`config.mk`:
```
export PLATFORM = sky130hd
export DESIGN_NAME = laser310_ram64k_ctrl
export DESIGN_NICKNAME = d
export VERILOG_FILES = /design/src/rtl/laser310_ram64k_ctrl.sv
export SDC_FILE = /design/constraint.sdc
export NUM_CORES = 1
export LEC_CHECK = 0
export CORE_AREA = 5 5 42 44
export CTS_CLUSTER_DIAMETER = 120
export DETAILED_ROUTE_END_ITERATION = 16
export DIE_AREA = 0 0 47 49
export SETUP_SLACK_MARGIN = 0.15
export SLEW_MARGIN = 40
export SYNTH_ARGS = -nofsm -noshare
export SYNTH_HDL_FRONTEND = slang
export SYNTH_SLANG_ARGS = --single-unit
```
`constraint.sdc`:
```
create_clock -name clk -period 3.25 [get_ports clk]
set_clock_uncertainty 0.2 [all_clocks]
set_input_delay 0.65 -clock clk [delete_from_list [all_inputs] [get_ports clk]]
set_output_delay 0.65 -clock clk [all_outputs]
set_load 0.05 [all_outputs]
```
`src/rtl/laser310_ram64k_ctrl.sv`:
```
// Laser 310 / VZ300 64 KB SRAM expansion decoder.
// Maps B800H-FFFFH onto the SRAM and banks the C000H-FFFFH window through an I/O-port register.
module laser310_ram64k_ctrl #(
    parameter logic [3:0] BANK_PORT  = 4'b0111,
    parameter logic [1:0] BANK_RESET = 2'b01
) (
    input  logic       clk,
    input  logic       rst,
    input  logic [4:0] Addr,
    input  logic [3:0] AddrIO,
    input  logic       WR_N,
    input  logic       RD_N,
    input  logic       MREQ_N,
    input  logic       IORQ_N,
    input  logic [1:0] D1D0,
    output logic [1:0] RAM_A1514,
    output logic       RAM_CS_N,
    output logic       RAM_OE_N,
    output logic       RAM_WE_N,
    output logic       led1,
    output logic       led2
);

    // Bank 00 is reserved for the B800H window, so a request for it selects bank 01.
    function automatic logic [1:0] map_bank(input logic [1:0] d);
        logic [1:0] m;
        case (d)
            2'b00:   m = 2'b01;
            2'b01:   m = 2'b01;
            2'b10:   m = 2'b10;
            2'b11:   m = 2'b11;
            default: m = 2'b01;
        endcase
        return m;
    endfunction

    logic [1:0] bank_r;
    logic       mem_cyc_s;
    logic       win_lo_s;
    logic       win_hi_s;
    logic       sel_s;
    logic       io_wr_s;

    // Bus-cycle classification and window decode.
    always_comb begin
        mem_cyc_s = 1'b0;
        win_lo_s  = 1'b0;
        win_hi_s  = 1'b0;
        io_wr_s   = 1'b0;
        if (!MREQ_N && IORQ_N && (RD_N ^ WR_N)) begin
            mem_cyc_s = 1'b1;
        end else begin
            mem_cyc_s = 1'b0;
        end
        if (Addr == 5'b10111) begin
            win_lo_s = 1'b1;
        end else begin
            win_lo_s = 1'b0;
        end
        if (Addr[4:3] == 2'b11) begin
            win_hi_s = 1'b1;
        end else begin
            win_hi_s = 1'b0;
        end
        if (!IORQ_N && MREQ_N && !WR_N && RD_N && (AddrIO == BANK_PORT)) begin
            io_wr_s = 1'b1;
        end else begin
            io_wr_s = 1'b0;
        end
    end

    assign sel_s = mem_cyc_s & (win_lo_s | win_hi_s);

    // SRAM strobes and upper address; the bank bits follow Addr regardless of strobes.
    always_comb begin
        RAM_CS_N  = 1'b1;
        RAM_OE_N  = 1'b1;
        RAM_WE_N  = 1'b1;
        RAM_A1514 = 2'b00;
        if (sel_s) begin
            RAM_CS_N = 1'b0;
            RAM_OE_N = RD_N;
            RAM_WE_N = WR_N;
        end else begin
            RAM_CS_N = 1'b1;
            RAM_OE_N = 1'b1;
            RAM_WE_N = 1'b1;
        end
        if (win_hi_s) begin
            RAM_A1514 = bank_r;
        end else begin
            RAM_A1514 = 2'b00;
        end
    end

    // Status LEDs: SRAM activity and non-default bank.
    always_comb begin
        led1 = 1'b0;
        led2 = 1'b0;
        led1 = sel_s;
        if (bank_r != 2'b01) begin
            led2 = 1'b1;
        end else begin
            led2 = 1'b0;
        end
    end

    // Bank register; reloading during a long I/O write just rewrites the same value.
    always_ff @(posedge clk or posedge rst) begin
        if (rst) begin
            bank_r <= BANK_RESET;
        end else if (io_wr_s) begin
            bank_r <= map_bank(D1D0);
        end else begin
            bank_r <= bank_r;
        end
    end

endmodule

```
==> results.json <==
{
  "status": "complete, no violations",
  "synth_warnings": 0,
  "setup_viol": 0,
  "drive_gt1_frac": 0.2979,
  "slew_violations": 0,
  "syn_inst": 20,
  "viasPerCell": 3.952,
  "clock_sinks": 2,
  "power_leakage_nw": 0.1936,
  "slew_headroom": 0.6694,
  "r2r_start": "bank_r[1]",
  "rr_endpoint": "bank_r[1]",
  "ys_seq_elements": 2,
  "cts_tree": "yes",
  "crit_path_end_kind": "output pin",
  "grt_max_degree": 5,
  "ys_types": 15,
  "grt-ovfl-total": 0,
  "synth-seq-area-share": 0.2697,
  "rows": 14,
  "totalPowerFinal_mw": 0.1397,
  "finalHoldWorstSlack_ns": 0.3263,
  "ys_top_cells_by_area": "mux2_4, dfstp_2, dfrtp_1",
  "path_clk_slew_ns": 0.04,
  "clock.fmax_mhz": 362.5,
  "synth_nets": 37,
  "regMostFlops": "bank_r",
  "syn2layout_area_growth_pct": 144.1,
  "drtIter0Drc": 1,
  "die_width_um": 47,
  "ys_top_cells_by_count": "nand2_1, and3_1, mux2_4, nand2b_1",
  "largestRegisters": "bank_r: 2 flops",
  "postRouteAntennaNets": 0,
  "syn_area_per_cell_um2": 9.509,
  "synthesis.area_um2": 190.2,
  "grt_usage": 0.06615,
  "yosysTopAreaCellShare": 0.1579,
  "core-area_um2": 1401,
  "synth-edff-count": 0,
  "io_buffers": 23,
  "r2r_setup_slack_ns": 2.29,
  "grt_pass1_vias": 248,
  "tns_ns": 0,
  "io_pins": 24,
  "worstSetupPathType": "in2out",
  "antenna_found_initial": 0,
  "drc_errors": 0,
  "startpoint_type": "input port",
  "power_density_nw_per_um2": 300.9,
  "min_period_ns": 2.759,
  "yosys.area.top_type": "mux2_4",
  "cp_max_fo": 4,
  "dp_cells": 59,
  "max_slew.worst_pin.slew_ns": 0.4944,
  "die_h_um": 49,
  "final_hold_viol_count": 0,
  "synthFlopType": "dfstp_2",
  "required_ns": 2.40,
  "post_cts_buffers": 0,
  "rsz0062_at_grt": "no",
  "drt-total-wl_um": 705,
  "fin_nets": 65,
  "n_fill_cell": 158,
  "largest_register_ff_count": 2,
  "dieArea_um2": 2303,
  "min_path_type": "reg2reg",
  "vdd_ir_drop_max_uv": 107.4,
  "diodes": 0,
  "post-route-period-util": 0.8489,
  "htree_levels": 1,
  "grt_pass1_wl_um": 1007,
  "firstDrtPassIters": 3,
  "cap_viol_max_count": 0,
  "holdPathEnd": "bank_r[1]",
  "routabilityCongestion": 0.6229,
  "wl_per_cell_um": 11.19,
  "reg2regPathDepth": 1,
  "async_flop_share": 1.000,
  "holdBufCountCts": 0,
  "hp-start": "bank_r[1]",
  "worstSkewPairLatency_ns": 0.23,
  "cp.arrival_ns": 1.91,
  "cts_max_path_buffers": 2,
  "holdPathStages": 1,
  "fin_cells": 63,
  "start_util": 0.1357,
  "ctsResizeCount": 0,
  "yosysMostFrequentCell": "nand2_1",
  "root_buffer": "clkbuf_4",
  "cts-buffers-inserted": 3,
  "vias": 249
}
## worst max-delay path, stage by stage
cell	delay, ns
clkdlybuf4s50_1	0.46
a31oi_1	0.08
nor3_1	0.33
o21a_1	0.24
buf_12	0.15
## where the power goes
group / total [mW] / switching (mW) / internal (mW)
logic: 0.0482 / 0.0195 / 0.0287
clock network: 0.0610 / 0.0154 / 0.0457
registers: 0.0304 / 0.00180 / 0.0286
total: 0.140 / 0.0367 / 0.103
## cell usage in the layout (no fill, tap or decap), drive strengths merged
| cell | count |
|---|---|
| nor2b | 2 |
| nand2b | 2 |
| o21a | 1 |
| clkdlybuf4s50 | 17 |
| mux2 | 2 |
| buf | 6 |
| o21ai | 1 |
| and4bb | 1 |
| dfrtp | 1 |
| nand4b | 1 |
| clkbuf | 4 |
| a31oi | 1 |
| nor3 | 1 |
| inv | 1 |
| nand2 | 3 |
| dfstp | 1 |
| and3 | 2 |
## logic make-up after synthesis
kind of cell / after synthesis / synth area share
AO/OA/AOI/OAI: 3 / 0.09869
buffers and inverters: 1 / 0.01972
flip-flops: 2 / 0.2697
multiplexers: 2 / 0.1579
AND/OR/NAND/NOR: 12 / 0.4539
## cell type report
class,instances,area [µm²],area share
well taps,16,20.02,0.04313
inverters,1,3.754,0.008086
repair buffers,23,227.7,0.4906
multi-input cells,17,135.1,0.2911
flip-flops and latches,2,51.30,0.1105
clock buffers,4,26.28,0.05660
## per-layer routing
| layer | up-vias | wire [µm] | track usage |
|---|---|---|---|
| li1 | 130 | - | - |
| met1 | 106 | 235 | 0.06579 |
| met2 | 11 | 366 | 0.09729 |
| met3 | 2 | 83 | 0.02214 |
| met4 | 0 | 20 | 0.06912 |
| met5 | - | 0 | 0 |
## worst max path at each step
stage,from,end,slack [ns],depth (start not counted)
floorplan,WR_N,RAM_CS_N,0.52,2
global placement,Addr[1],led1,0.53,5
detailed placement,Addr[2],led1,0.50,5
CTS,Addr[2],led1,0.48,5
global route,Addr[3],led1,0.36,5
finish,Addr[2],led1,0.49,5
## stage by stage
step                      utilization  area (µm²)  worst slack (ns)
after detailed placement       0.3125       437.9            0.4962
final                          0.3313       464.2            0.4911
after global placement         0.3125       437.9            0.5258
after global routing           0.3313       464.2            0.3597
after CTS                      0.3313       464.2            0.4847
after floorplan                     -       190.2            0.5243
Power figures use the tool's default switching activity.
